## config.mk

```make
export PLATFORM = sky130hd
export DESIGN_NAME = pic_control_logic
export DESIGN_NICKNAME = d
export VERILOG_FILES = /design/src/rtl/pic_pkg.sv /design/src/rtl/pic_priority_resolver.sv /design/src/rtl/pic_control_logic.sv
export SDC_FILE = /design/constraint.sdc
export NUM_CORES = 1
export LEC_CHECK = 0
export ABC_AREA = 1
export CAP_MARGIN = 20
export CORE_UTILIZATION = 55
export CTS_BUF_LIST = sky130_fd_sc_hd__clkbuf_4 sky130_fd_sc_hd__clkbuf_8 sky130_fd_sc_hd__clkbuf_16
export DETAILED_ROUTE_END_ITERATION = 6
export PLACE_DENSITY = 0.92
export SYNTH_ARGS = -nofsm -noshare
export SYNTH_HDL_FRONTEND = slang
export SYNTH_HIERARCHICAL = 1
export SYNTH_SLANG_ARGS = --single-unit
```

## constraint.sdc

```tcl
create_clock -name clk -period 2.26 [get_ports clk]
set_input_delay 0.226 -clock clk [delete_from_list [all_inputs] [get_ports clk]]
set_output_delay 0.226 -clock clk [all_outputs]
set_load 0.05 [all_outputs]
```

## src/rtl/pic_pkg.sv

```systemverilog
// Shared types and helpers for the 8259 control logic and the IRR block.
package pic_pkg;

    typedef enum logic [1:0] {
        UNINIT,
        WAIT_ICW2,
        WAIT_ICW4,
        READY
    } init_state_e;

    typedef enum logic [2:0] {
        A_IDLE,
        A_FIRST,
        A_GAP,
        A_SECOND,
        A_END
    } inta_state_e;

    localparam logic [2:0] EOI_NONSPEC = 3'b001;
    localparam logic [2:0] EOI_SPEC    = 3'b011;

    // Index of the lowest set bit (IR0 = highest priority); 7 when v is empty.
    function automatic logic [2:0] lowest_set_bit(input logic [7:0] v);
        logic [2:0] r;
        r = 3'd7;
        for (int i = 7; i >= 0; i--) begin
            if (v[i]) r = 3'(i);
        end
        return r;
    endfunction

    function automatic logic [7:0] level_onehot(input logic [2:0] l);
        return 8'b1 << l;
    endfunction

endpackage

```

## src/rtl/pic_priority_resolver.sv

```systemverilog
// Fixed-priority resolver: unmasked requests strictly above the highest in-service level.
module pic_priority_resolver
    import pic_pkg::*;
(
    input  logic [7:0] irr,
    input  logic [7:0] imr,
    input  logic [7:0] isr,
    output logic       valid,
    output logic [2:0] level
);

    logic [7:0] isr_lowest;
    logic [7:0] below_mask;
    logic [7:0] eligible;

    // Isolating the lowest ISR bit and subtracting one gives every lower index;
    // an empty ISR wraps to all ones, leaving every level eligible.
    assign isr_lowest = isr & (~isr + 8'd1);
    assign below_mask = isr_lowest - 8'd1;
    assign eligible   = irr & ~imr & below_mask;

    assign valid = |eligible;
    assign level = lowest_set_bit(eligible);

endmodule

```

## src/rtl/pic_control_logic.sv

```systemverilog
// 8259 command registers, IMR/ISR, interrupt request and the 8086 two-pulse INTA sequencer.
module pic_control_logic
    import pic_pkg::*;
#(
    parameter int NUM_IR = 8
) (
    input  logic              clk,
    input  logic              reset,
    input  logic [7:0]        internal_bus,
    input  logic              write_ICW_1,
    input  logic              write_ICW2,
    input  logic              write_ICW4,
    input  logic              write_OCW1,
    input  logic              write_OCW2,
    input  logic              write_OCW3,
    input  logic              read,
    input  logic              A1,
    input  logic [NUM_IR-1:0] irr,
    input  logic              INTA_n,
    output logic [NUM_IR-1:0] irr_clear,
    output logic              INT,
    output logic [7:0]        data_out,
    output logic              data_oe,
    output logic [NUM_IR-1:0] imr,
    output logic [NUM_IR-1:0] isr,
    output logic              init_done
);

    init_state_e init_q, init_d;
    inta_state_e a_q, a_d;
    logic        ic4_q, ic4_d;
    logic [4:0]  icw2_q, icw2_d;
    logic        aeoi_q, aeoi_d;
    logic        rsel_q, rsel_d;
    logic [7:0]  imr_q, imr_d;
    logic [7:0]  isr_q, isr_d;
    logic [2:0]  level_q, level_d;
    logic        spur_q, spur_d;
    logic [7:0]  data_out_q, data_out_d;
    logic        data_oe_q, data_oe_d;
    logic [7:0]  irr_clear_q, irr_clear_d;
    logic        int_q, int_d;
    logic        inta_prev_q;

    logic        ready, inta_fall, inta_rise, res_valid;
    logic [2:0]  res_level;
    logic [7:0]  eoi_clear, inta_set;

    pic_priority_resolver u_resolver (
        .irr   (irr),
        .imr   (imr_q),
        .isr   (isr_q),
        .valid (res_valid),
        .level (res_level)
    );

    assign ready     = (init_q == READY);
    assign inta_fall = inta_prev_q & ~INTA_n;
    assign inta_rise = ~inta_prev_q & INTA_n;

    always_comb begin
        init_d      = init_q;
        a_d         = a_q;
        ic4_d       = ic4_q;
        icw2_d      = icw2_q;
        aeoi_d      = aeoi_q;
        rsel_d      = rsel_q;
        imr_d       = imr_q;
        level_d     = level_q;
        spur_d      = spur_q;
        data_out_d  = data_out_q;
        data_oe_d   = data_oe_q;
        irr_clear_d = '0;
        eoi_clear   = '0;
        inta_set    = '0;

        case (init_q)
            WAIT_ICW2: if (write_ICW2) begin
                icw2_d = internal_bus[7:3];
                init_d = ic4_q ? WAIT_ICW4 : READY;
            end
            WAIT_ICW4: if (write_ICW4) begin
                aeoi_d = internal_bus[1];
                init_d = READY;
            end
            default: ;
        endcase

        if (ready && write_OCW1) imr_d = internal_bus;
        if (ready && write_OCW2) begin
            if (internal_bus[7:5] == EOI_NONSPEC)
                eoi_clear = isr_q & level_onehot(lowest_set_bit(isr_q));
            else if (internal_bus[7:5] == EOI_SPEC)
                eoi_clear = level_onehot(internal_bus[2:0]);
        end
        if (ready && write_OCW3 && internal_bus[1]) rsel_d = internal_bus[0];

        case (a_q)
            A_IDLE: begin
                data_oe_d = read;
                if (read) data_out_d = A1 ? imr_q : (rsel_q ? isr_q : irr);
                if (ready && inta_fall) begin
                    a_d       = A_FIRST;
                    data_oe_d = 1'b0;
                    spur_d    = ~res_valid;
                    level_d   = res_valid ? res_level : 3'd7;
                    if (res_valid) inta_set = level_onehot(res_level);
                    irr_clear_d = inta_set;
                end
            end
            A_FIRST: begin
                data_oe_d = 1'b0;
                if (ready && inta_rise) a_d = A_GAP;
            end
            A_GAP: begin
                data_oe_d = 1'b0;
                if (ready && inta_fall) begin
                    a_d        = A_SECOND;
                    data_oe_d  = 1'b1;
                    data_out_d = {icw2_q, level_q};
                end
            end
            A_SECOND: if (ready && inta_rise) begin
                a_d       = A_END;
                data_oe_d = 1'b0;
                if (aeoi_q && !spur_q) eoi_clear = eoi_clear | level_onehot(level_q);
            end
            A_END: begin
                a_d       = A_IDLE;
                data_oe_d = 1'b0;
            end
            default: a_d = A_IDLE;
        endcase

        isr_d = (isr_q & ~eoi_clear) | inta_set;

        // ICW1 restarts initialization and overrides everything decided above.
        if (write_ICW_1) begin
            init_d      = WAIT_ICW2;
            ic4_d       = internal_bus[0];
            imr_d       = '0;
            isr_d       = '0;
            aeoi_d      = 1'b0;
            rsel_d      = 1'b0;
            a_d         = A_IDLE;
            data_oe_d   = 1'b0;
            irr_clear_d = '0;
        end

        int_d = (init_d == READY) && res_valid && (a_d == A_IDLE);
    end

    always_ff @(posedge clk or negedge reset) begin
        if (!reset) begin
            init_q      <= UNINIT;
            a_q         <= A_IDLE;
            ic4_q       <= 1'b0;
            icw2_q      <= '0;
            aeoi_q      <= 1'b0;
            rsel_q      <= 1'b0;
            imr_q       <= '0;
            isr_q       <= '0;
            level_q     <= '0;
            spur_q      <= 1'b0;
            data_out_q  <= '0;
            data_oe_q   <= 1'b0;
            irr_clear_q <= '0;
            int_q       <= 1'b0;
            inta_prev_q <= 1'b0;
        end else begin
            init_q      <= init_d;
            a_q         <= a_d;
            ic4_q       <= ic4_d;
            icw2_q      <= icw2_d;
            aeoi_q      <= aeoi_d;
            rsel_q      <= rsel_d;
            imr_q       <= imr_d;
            isr_q       <= isr_d;
            level_q     <= level_d;
            spur_q      <= spur_d;
            data_out_q  <= data_out_d;
            data_oe_q   <= data_oe_d;
            irr_clear_q <= irr_clear_d;
            int_q       <= int_d;
            inta_prev_q <= INTA_n;
        end
    end

    assign irr_clear = irr_clear_q;
    assign INT       = int_q;
    assign data_out  = data_out_q;
    assign data_oe   = data_oe_q;
    assign imr       = imr_q;
    assign isr       = isr_q;
    assign init_done = (init_q == READY);

endmodule

```

=== After elaboration in Yosys (flattened, before gate mapping) ===
Cells that the tools add are included.

* Register bits after elaboration: 52
* Memories: 0
* Memory bits (writable): 0
* ROM bits: 0
* Bits of input ports: 27
* Logic and storage cells: 130
* Output and inout bits: 35
* Latch bits: 0

* Multiplexer cells: 56
* Add/sub/neg operators: 2
* Reductions and logical operators: 25
* Bitwise logic cells: 15
* Shift operators: 4
* $lt $le $gt $ge: 0
* Div/mod/pow operators: 0
* $mul: 0
* Equal/unequal tests: 13

{| class="wikitable"
|+ Operators with widths
! kind !! count
|-
| 8-bit two-way mux || 17
|-
| 3-bit two-way mux || 18
|-
| 8-bit bitwise AND || 5
|-
| 1-bit by 3-bit left shift with 8-bit output, first input constant || 4
|-
| 8-bit inverter || 3
|-
| 8-bit bitwise OR || 2
|-
| 8-bit one-hot mux with 2 select lines || 1
|-
| 1-bit two-way mux || 12
|-
| 3-bit one-hot mux with 4 select lines || 1
|-
| 2-bit two-way mux || 5
|-
| 2-bit nonzero test || 5
|-
| 3-bit by 2-bit == test with 1-bit output, second input constant || 3
|-
| 1-bit logical AND || 9
|-
| 8-bit by 1-bit adder with 8-bit output, second input constant || 1
|-
| 2-bit AND reduction || 4
|-
| 8-bit OR reduction || 1
|-
| 8-bit by 1-bit subtractor with 8-bit output, second input constant || 1
|-
| 2-bit == test, second input constant || 3
|-
| 3-bit by 1-bit == test with 1-bit output, second input constant || 2
|-
| 3-bit zero test || 2
|-
| 5-bit nonzero test || 1
|-
| 2-bit inequality test, second input constant || 2
|-
| 1-bit one-hot mux with 4 select lines || 1
|-
| 2-bit one-hot mux with 2 select lines || 1
|-
| other kinds (8) || 11
|}

=== Longest topological paths before layout ===
Gate-level depths: netlist of the first run.

* Depth after elaboration: 21
* Depth in mapped cells: 12
* Gate-level depth less buffers: 12

=== Cells and area by module ===
The synthesis of the first run kept the hierarchy.

{| class="wikitable"
|+ Modules (own cells, without submodules)
! module !! area each (um^2) !! instances !! cells each !! seq. area each (um^2)
|-
| pic_control_logic || 2767.7 || 1 || 370 || 1301.2
|-
| pic_priority_resolver || 197.7 || 1 || 37 || 0.0
|}

=== Least setup slack after synthesis of the first run ===
No wires, ideal clock.

* Path kind: reg-to-reg
* Start point: register init_q[1]
* End point: register isr_q[2], in the netlist isr[2]
* Clock period less this slack: 1.869 ns
* Arrival time: 1.752 ns
* Setup time: 0.117 ns
* Slack: 0.391 ns
* Data required time: 2.143 ns
* Cell stages (with the launch flop): 9
* Path buffers: 0
* Cells stage by stage: dfrtp_1 > ha_1 > nand3_1 > nor2_2 > nand2_1 > o21ai_0 > inv_1 > nand2_1 > nand2_1

* Cells in the longest elaborated chain, start to end: 11
* Elaborated cells on any way between the ends: 15
* Classes of those cells: 1 x eq/ne; 7 x mux; 4 x bitwise; 3 x reduce/logical

{| class="wikitable"
|+ Ends and longest elaborated chain
! item !! line !! source
|-
| from (decl) || pic_control_logic.sv:29 || <nowiki>init_state_e init_q, init_d;</nowiki>
|-
| from (signal assigned) || pic_control_logic.sv:171 || <nowiki>init_q <= init_d;</nowiki>
|-
| 2-bit == test * || -- ||
|-
| via init_done || pic_control_logic.sv:26 || <nowiki>output logic init_done</nowiki>
|-
| 1-bit logical AND || pic_control_logic.sv:90 || <nowiki>if (ready && write_OCW2) begin</nowiki>
|-
| 8-bit two-way mux || pic_control_logic.sv:90 ||
|-
| 8-bit bitwise OR || pic_control_logic.sv:126 || <nowiki>if (aeoi_q && !spur_q) eoi_clear = eoi_clear | level_onehot(level_q);</nowiki>
|-
| 8-bit two-way mux || pic_control_logic.sv:126 ||
|-
| 8-bit two-way mux || pic_control_logic.sv:123 || <nowiki>A_SECOND: if (ready && inta_rise) begin</nowiki>
|-
| 8-bit two-way mux || pic_control_logic.sv:98 || <nowiki>case (a_q)</nowiki>
|-
| 8-bit inverter || pic_control_logic.sv:135 || <nowiki>isr_d = (isr_q & ~eoi_clear) | inta_set;</nowiki>
|-
| 8-bit bitwise AND || pic_control_logic.sv:135 ||
|-
| 8-bit bitwise OR * || pic_control_logic.sv:135 ||
|-
| 8-bit two-way mux * || pic_control_logic.sv:138 || <nowiki>if (write_ICW_1) begin</nowiki>
|-
| via isr_d[2] || pic_control_logic.sv:36 || <nowiki>logic [7:0] isr_q, isr_d;</nowiki>
|-
| to (signal assigned) || pic_control_logic.sv:178 || <nowiki>isr_q <= isr_d;</nowiki>
|-
| to (decl) || pic_control_logic.sv:36 ||
|}

Mark *: on every way through the listed nets, which the timed path passes. The rest lies on a longest branch.
A chain may end at the register's enable or synchronous reset.

=== Final worst setup path of the first run ===
* Start point: register init_q[1]
* End point: register isr_q[2], in the netlist isr[2]

* Cells in the longest elaborated chain, start to end: 11
* Elaborated cells on any way between the ends: 15
* Classes of those cells: 1 x eq/ne; 7 x mux; 4 x bitwise; 3 x reduce/logical

{| class="wikitable"
|+ Ends and longest elaborated chain
! item !! line !! source
|-
| 2-bit == test * || pic_control_logic.sv:57 || <nowiki>assign ready = (init_q == READY);</nowiki>
|-
| 1-bit logical AND || pic_control_logic.sv:90 ||
|-
| 8-bit two-way mux || pic_control_logic.sv:90 ||
|-
| 8-bit bitwise OR || pic_control_logic.sv:126 ||
|-
| 8-bit two-way mux || pic_control_logic.sv:126 ||
|-
| 8-bit two-way mux || pic_control_logic.sv:123 ||
|-
| 8-bit two-way mux || pic_control_logic.sv:98 ||
|-
| 8-bit inverter || pic_control_logic.sv:135 ||
|-
| 8-bit bitwise AND || pic_control_logic.sv:135 ||
|-
| 8-bit bitwise OR * || pic_control_logic.sv:135 ||
|-
| 8-bit two-way mux * || pic_control_logic.sv:138 ||
|-
| via isr_d[2] || pic_control_logic.sv:36 ||
|}

Marks and branches as above.

==> impl_metrics.json, run 1 <==
{
  "critical_path.cell_chain": "ha_1 -> nand3_1 -> nor2_2 -> nand2_1 -> o21ai_0 -> inv_1 -> nand2_1 -> nand2_1",
  "p_total_uw": 2922,
  "ff2ff_setup_slack_ps": 250,
  "synth_nets": 438,
  "grt_usage_pct": 31.19,
  "synth_top_area_share_pct": 43.88,
  "portBuffers": 61,
  "drt_first_pass_iters": 5,
  "status": "finished clean",
  "grt_pass1_wl_mm": 13.09,
  "layout_common_cells": "114 x nand2_1, 59 x clkdlybuf4s50_1, 58 x inv_1",
  "grt_pass1_vias": 2805,
  "leakagePower_uw": 0.001890,
  "r2r-start": "init_q[1]",
  "synth_top_area_cell": "dfrtp_1",
  "period_share_pct": 88.96,
  "crit_top_cell": "nand2_1",
  "boundaryPins": 62,
  "yosysWarnings": 6,
  "drt_wl_total_mm": 7.931,
  "reg2regPathDepth": 8,
  "final_common_cell": "nand2_1",
  "grt_max_degree": 53,
  "gp_congestion": 0.9803,
  "finClkSkew_ps": 4.796,
  "fp.dieH_um": 75.43,
  "die_x_um": 75.43,
  "ys_seq_elements": 52,
  "synth_area_um2": 2965,
  "power_density_nw_per_um2": 780.0,
  "drt_iter0_drc": 337,
  "slowest_delay_ps": 440,
  "num-fill-cells": 441,
  "required_ps": 2470,
  "rsz0062_at_grt": "no",
  "area_delta_synth_final_pct": 26.33,
  "worstSetupEndpointType": "register",
  "initial_core_util_pct": 57.69,
  "max_cap_violations": 0,
  "slew_headroom_pct": 56.85,
  "crit_arrival_ps": 2220,
  "synth_cells": 407,
  "worstSetupPathType": "reg -> reg",
  "worstPathMaxFanout": 7,
  "reg2reg_to": "isr[2]",
  "critPathBufInv": 1,
  "grt_overflow": 0,
  "ys_types": 33,
  "antenna_found_initial": 0,
  "clock_sinks": 52,
  "drc": 0,
  "fp.dieArea_um2": 5689,
  "drive_above_1_share_pct": 6.157,
  "tightest_slew_ps": 647.2,
  "core.rowCount": 26,
  "cts_tree": "yes",
  "crit_slowest_cell": "dfrtp_1",
  "nets": 501,
  "period_minus_slack_ps": 2010,
  "ant_nets": 0,
  "finalSetupViolCount": 0,
  "whs_ps": 17.54,
  "cts-htree-levels": 2,
  "cts-root-buf": "clkbuf_8",
  "synth_area_leaders": "dfrtp_1 44%, nand2_1 14%, inv_1 7.3%",
  "synth_area_per_cell_um2": 7.286,
  "worstSkewPairLatency_ps": 310,
  "ir_worst_vdd_uv": 626.9,
  "viasPerCell": 5.540,
  "drv_slew": 0,
  "ys.flop_type": "dfrtp_1",
  "clockBufferDepth": 2,
  "critPathLaunchType": "register",
  "async_reset_ff_share_pct": 100.0,
  "cp-startpoint": "init_q[1]",
  "cts_setup_buffers": 0,
  "endpoint": "isr[2]",
  "coreArea_um2": 5140,
  "max_freq_mhz": 497.4,
  "route.vias.total": 2997,
  "yosysSeqAreaShare_pct": 43.88,
  "crit_family": "simple AND/OR/NAND/NOR gates",
  "hold_violations": 0,
  "tns_ps": 0,
  "clkTransAtPathRegs_ps": 100,
  "diodes": 0,
  "synth_edf_count": 0,
  "wl_per_cell_um": 14.66,
  "hpwl_mm": 6.019,
  "hold_buffers": 0,
  "numCtsBuffers": 5,
  "hold_path_class": "in -> async",
  "path_depth": 8
}
## through the flow
step | cells | cell area, um2 | setup WS (ps) | utilization (%)
final | 541 | 3746 | 249.6 | 72.88
after global routing | 541 | 3746 | 57.47 | 72.88
after CTS | 541 | 3745 | 263.8 | 72.86
after detailed placement | 533 | 3631 | 167.5 | 70.64
after global placement | 533 | 3631 | 178.2 | 70.64
after floorplan | 407 | 2965 | 391.0 | -
## layout make-up
cell class / instances / area [um2] / share of cell area (%)
sequential: 52 / 1303 / 34.77
inverter: 60 / 230.2 / 6.146
tap: 70 / 87.58 / 2.338
clock inverter: 3 / 46.29 / 1.236
timing repair buffer: 64 / 626.9 / 16.73
clock buffer: 5 / 68.82 / 1.837
multi-input combinational: 287 / 1384 / 36.94
## synthesized netlist by cell type (2+ instances only)
cell type / number
nand2_1: 114
inv_1: 58
dfrtp_1: 52
o21ai_0: 40
nor2_1: 38
nand3_1: 36
a21oi_1: 9
a31oi_1: 8
nor3_1: 7
nand4_1: 5
clkbuf_1: 4
ha_1: 4
nor2_2: 4
buf_2: 3
nor2_4: 3
a22oi_1: 2
nand2_4: 2
nor3b_1: 2
o31ai_1: 2
## repair_timing
action                                  in CTS  in global routing
resized for setup                            1                  1
pin swaps                                    0                  0
endpoints found under the setup margin       1                  1
endpoints found under the hold margin        0                  0
## layer usage
layer  global-route usage, %  up-vias  routed length (um)
li1                        -     1434                   -
met1                   41.44     1388                3310
met3                   5.688       23                 596
met5                       0        -                   0
met4                   10.49        0                 206
met2                   51.88      152                3819
## flip-flops by register name (all words and copies together), names as in the netlist, 2 cells and up
register,count
icw2_q,5
irr_clear,8
level_q,3
data_out,8
init_q,2
isr,8
imr,8
a_q,3
## report_power, final
part / internal (uW) / switching (uW)
logic: 342 / 698
clock network: 336 / 326
registers: 1090 / 132
total: 1770 / 1160
## worst min path at each step
stage                from          end  slack, ps  cells after the start
floorplan           reset          INT        -70                      0
global placement    reset  data_out[4]        370                      2
detailed placement  reset  data_out[7]        390                      2
CTS                 reset  data_out[7]         50                      2
global route        reset  data_out[7]         80                      2
finish              reset  data_out[4]         20                      2
## logic make-up after synthesis
| kind of cell | count (synthesis) | synth area share [%] |
|---|---|---|
| AND/OR/NAND/NOR | 217 | 32.83 |
| buffers and inverters | 68 | 9.451 |
| AO/OA/AOI/OAI | 66 | 12.15 |
| flip-flops | 52 | 43.88 |
| adder cells (fa/ha/maj) | 4 | 1.688 |
(Power assumes the default switching activity.)
==> inputs of run 2 (changes only) <==
--- a/config.mk
+++ b/config.mk
@@ -10,8 +10,11 @@
 export CORE_UTILIZATION = 55
 export CTS_BUF_LIST = sky130_fd_sc_hd__clkbuf_4 sky130_fd_sc_hd__clkbuf_8 sky130_fd_sc_hd__clkbuf_16
 export DETAILED_ROUTE_END_ITERATION = 6
+export GPL_ROUTABILITY_DRIVEN = 0
 export PLACE_DENSITY = 0.92
+export REMOVE_ABC_BUFFERS = 1
 export SYNTH_ARGS = -nofsm -noshare
 export SYNTH_HDL_FRONTEND = slang
 export SYNTH_HIERARCHICAL = 1
 export SYNTH_SLANG_ARGS = --single-unit
+export TNS_END_PERCENT = 20
==> impl_metrics.json, run 2 (synthesis gave the netlist of run 1 again) <==
{
  "status": "finished clean",
  "nets": 502,
  "placed_area_um2": 3643,
  "crit_top_cell": "nand2_1",
  "power_density_nw_per_um2": 783.3,
  "area_delta_synth_final_pct": 27.38,
  "hold_path_class": "in -> async",
  "viasPerCell": 5.701,
  "period_minus_slack_ps": 2038,
  "slew_headroom_pct": 60.21,
  "max_freq_mhz": 490.8,
  "slowest_delay_ps": 560,
  "fp.dieArea_um2": 5689,
  "clkTransAtPathRegs_ps": 100,
  "post-route-util_pct": 73.49,
  "core.rowCount": 26,
  "critPathBufInv": 2,
  "drc": 0,
  "tns_ps": 0,
  "cts-root-buf": "clkbuf_8",
  "critPathLaunchType": "register",
  "portBuffers": 61,
  "grt_usage_pct": 32.26,
  "die_x_um": 75.43,
  "finalSetupViolCount": 0,
  "worstSetupPathType": "reg -> reg",
  "diodes": 0,
  "drt_iter0_drc": 462,
  "cts-htree-levels": 2,
  "fin_ws_ps": 222.3,
  "worstPathMaxFanout": 7,
  "crit_arrival_ps": 2240,
  "ir_worst_vdd_uv": 577.0,
  "hpwl_mm": 6.211,
  "final_common_cell": "nand2_1",
  "final_cell_area_um2": 3777,
  "grt_overflow": 0,
  "worstSkewPairLatency_ps": 310,
  "wl_per_cell_um": 15.41,
  "drt_wl_total_mm": 8.350,
  "max_cap_violations": 0,
  "clockBufferDepth": 2,
  "rsz0062_at_grt": "no",
  "preCtsSetupSlack_ps": 267.5,
  "cts_tree": "yes",
  "grt_pass1_vias": 2975,
  "leakagePower_uw": 0.001914,
  "tightest_slew_ps": 596.9,
  "clock_sinks": 52,
  "ant_nets": 0,
  "numCtsBuffers": 5,
  "worstSetupEndpointType": "register",
  "grt_max_degree": 30,
  "drv_slew": 0,
  "fp.dieH_um": 75.43,
  "coreArea_um2": 5140,
  "drive_above_1_share_pct": 5.932,
  "required_ps": 2470,
  "initial_core_util_pct": 57.69,
  "period_share_pct": 90.16,
  "layout_common_cells": "114 x nand2_1, 59 x clkdlybuf4s50_1, 58 x inv_1",
  "finClkSkew_ps": 7.016,
  "hold_violations": 0,
  "drt_first_pass_iters": 7,
  "boundaryPins": 62,
  "crit_family": "simple AND/OR/NAND/NOR gates",
  "crit_slowest_cell": "dfrtp_1",
  "antenna_found_initial": 0,
  "critical_path.cell_chain": "nor2_4 -> nand2_2 -> nor2_2 -> a21oi_1 -> nand3_1 -> nand3_1 -> inv_2 -> nand2_1 -> inv_1 -> nand2_1 -> nand2_1",
  "route.vias.total": 3090,
  "grt_pass1_wl_mm": 13.30
}
-- run 2: metrics by stage --
step                instances  power, uW  hold slack [ps]
floorplan                 399       1891           -69.59
global placement          533       2230            248.1
detailed placement        533       2272            263.6
CTS                       542       2951            456.9
global route              542       3107            475.7
finish                    542       2959            443.7
-- run 2: final timing paths --
| check | start | endpoint | slack (ps) | cells after the start |
|---|---|---|---|---|
| max reg2reg | isr[0] | isr[5] | 220 | 11 |
| min | reset | data_out[4] | 440 | 2 |
| min reg2reg | ic4_q | ic4_q | 500 | 2 |
| max | isr[0] | isr[5] | 220 | 11 |
| max in group asynchronous | reset | isr[4] | 1250 | 3 |
| min in group clk | INTA_n | inta_prev_q | 470 | 1 |
-- run 2: power breakdown --
part / total, uW / switching (uW) / internal, uW
clock network: 681 / 319 / 362
registers: 1220 / 136 / 1090
logic: 1050 / 703 / 350
-- run 2: repair_timing --
action | 4_1_cts | 5_1_grt
setup buffers | 0 | 0
endpoints found under the hold margin | 23 | 0
hold buffers | 1 | 0
gates resized for setup | 0 | 1
endpoints found under the setup margin | 0 | 1
-- run 2: final cells by class --
type,instances,area [um2]
Clock inverter,2,38.79
Inverter,60,230.2
Tap cell,70,87.58
Sequential cell,52,1301
Timing Repair Buffer,65,653.1
Fill cell,408,1363
Multi-Input combinational cell,287,1384
Clock buffer,6,82.58
-- run 2: layer usage --
layer	routed length [um]	global-route usage [%]
met2	4127	56.65
met5	0	0
met4	195	13.37
met3	832	6.349
met1	3196	38.87
==> inputs of run 3 (changes only) <==
--- a/config.mk
+++ b/config.mk
@@ -7,6 +7,7 @@
 export LEC_CHECK = 0
 export ABC_AREA = 1
 export CAP_MARGIN = 20
+export CORE_ASPECT_RATIO = 0.8
 export CORE_UTILIZATION = 55
 export CTS_BUF_LIST = sky130_fd_sc_hd__clkbuf_4 sky130_fd_sc_hd__clkbuf_8 sky130_fd_sc_hd__clkbuf_16
 export DETAILED_ROUTE_END_ITERATION = 6
==> impl_metrics.json, run 3 (synthesis gave the netlist of run 1 again) <==
{
  "status": "finished, violations left",
  "violations": "DRC",
  "period_share_pct": 91.52,
  "antenna_found_initial": 0,
  "hold_path_class": "in -> async",
  "drc": 26,
  "layout_common_cells": "114 x nand2_1, 59 x clkdlybuf4s50_1, 58 x inv_1",
  "drive_above_1_share_pct": 6.131,
  "max_freq_mhz": 483.5,
  "diodes": 0,
  "worstPathMaxFanout": 7,
  "fp.dieArea_um2": 5691,
  "hold_violations": 0,
  "placed_area_um2": 3636,
  "drt_first_pass_iters": 7,
  "critical_path.cell_chain": "nor2_4 -> nand3b_1 -> nand2_1 -> nor2_1 -> nand3_1 -> nand3_1 -> inv_2 -> nand2_1 -> inv_1 -> nand2_1 -> nand2_1",
  "fin_ws_ps": 191.7,
  "grt_pass1_wl_mm": 13.28,
  "grt_pass1_vias": 2892,
  "grt_overflow": 0,
  "coreArea_um2": 5094,
  "critPathLaunchType": "register",
  "ir_worst_vdd_uv": 513.2,
  "preCtsSetupSlack_ps": 158.8,
  "cts-root-buf": "clkbuf_8",
  "reg2reg_to": "isr[7]",
  "tns_ps": 0,
  "clockBufferDepth": 2,
  "grt_usage_pct": 30.63,
  "slew_headroom_pct": 60.71,
  "period_minus_slack_ps": 2068,
  "worstSetupPathType": "reg -> reg",
  "required_ps": 2470,
  "clock_sinks": 52,
  "viasPerCell": 5.761,
  "r2r-start": "isr[0]",
  "crit_top_cell": "nand2_1",
  "nets": 504,
  "core.rowCount": 23,
  "final_cell_area_um2": 3726,
  "num-fill-cells": 387,
  "finalSetupViolCount": 0,
  "ff2ff_setup_slack_ps": 190,
  "fp.dieH_um": 67.68,
  "grt_max_degree": 27,
  "leakagePower_uw": 0.001885,
  "p_total_uw": 2799,
  "clkTransAtPathRegs_ps": 90,
  "crit_slowest_cell": "dfrtp_1",
  "hpwl_mm": 6.343,
  "drt_iter0_drc": 404,
  "ant_nets": 0,
  "boundaryPins": 62,
  "tightest_slew_ps": 589.4,
  "drt_wl_total_mm": 8.140,
  "numCtsBuffers": 5,
  "cts_tree": "yes",
  "portBuffers": 61,
  "crit_arrival_ps": 2280,
  "wl_per_cell_um": 15.21,
  "rsz0062_at_grt": "no",
  "drv_slew": 0,
  "reg2regPathDepth": 11,
  "initial_core_util_pct": 58.22,
  "final_common_cell": "nand2_1",
  "worstSkewPairLatency_ps": 310,
  "max_cap_violations": 0,
  "cts-htree-levels": 2,
  "die_x_um": 84.10,
  "area_delta_synth_final_pct": 25.65,
  "route.vias.total": 3082,
  "worstSetupEndpointType": "register",
  "slowest_delay_ps": 540,
  "finClkSkew_ps": 6.916,
  "cp-startpoint": "isr[0]",
  "cts_setup_buffers": 0,
  "power_density_nw_per_um2": 751.3
}
## run 3: changes by cell type in the layout (fill, tap and decap cells not counted), sizes merged
cell          delta
clkbuf           -1
clkinvlp         +1
dlygate4sd2      +1
bufinv           -1
dlymetal6s2s     -1
buf              +2
## run 3: how the worst max path moves through the flow
| stage | endpoint | slack (ps) | cells after the start |
|---|---|---|---|
| after floorplan | isr[2] | 390 | 8 |
| after global placement | isr[5] | 230 | 13 |
| after detailed placement | isr[5] | 160 | 13 |
| after CTS | isr[5] | 270 | 10 |
| after global routing | isr[3] | 90 | 8 |
| final | isr[7] | 190 | 11 |
## run 3: power by group
group | switching [uW] | total [uW] | internal [uW]
registers | 136 | 1220 | 1090
logic | 712 | 1060 | 346
clock network | 308 | 518 | 210
## run 3: final cells by class
type / count / area [um2] / area share [%]
clock buffers: 5 / 68.82 / 1.847
clock inverters: 2 / 12.51 / 0.3358
inverters: 60 / 230.2 / 6.179
multi-input cells: 287 / 1384 / 37.14
flip-flops and latches: 52 / 1301 / 34.92
well taps: 62 / 77.57 / 2.082
repair buffers: 67 / 651.9 / 17.49
## run 3: critical path: cells and delay by family (launching register included)
kind / cells / cell delay (ps)
AND/OR/NAND/NOR: 9 / 1260
flip-flops: 1 / 540
buffers and inverters: 2 / 170
## run 3: per-stage QoR
| step | util (%) | hold slack (ps) | std cells |
|---|---|---|---|
| finish | 73.15 | 442.7 | 535 |
| global placement | 71.38 | 251.2 | 527 |
| floorplan | - | -69.59 | 399 |
| global route | 73.15 | 483.4 | 535 |
| detailed placement | 71.38 | 255.6 | 527 |
| CTS | 73.15 | 465.1 | 535 |
## run 3: layer usage
metal  track usage, %  vias up  share of wire [%]
met2            52.15      209                 47
li1                 -     1435                  -
met5                0        -                  0
met1            38.48     1413                 40
met3            6.357       25                 11
met4            13.79        0                2.6
## run 3: what timing repair did
item / 4_1_cts / 5_1_grt
setup endpoints to repair: 1 / 0
hold buffers: 1 / 0
endpoints found under the hold margin: 24 / 0
gates resized for setup: 1 / 0
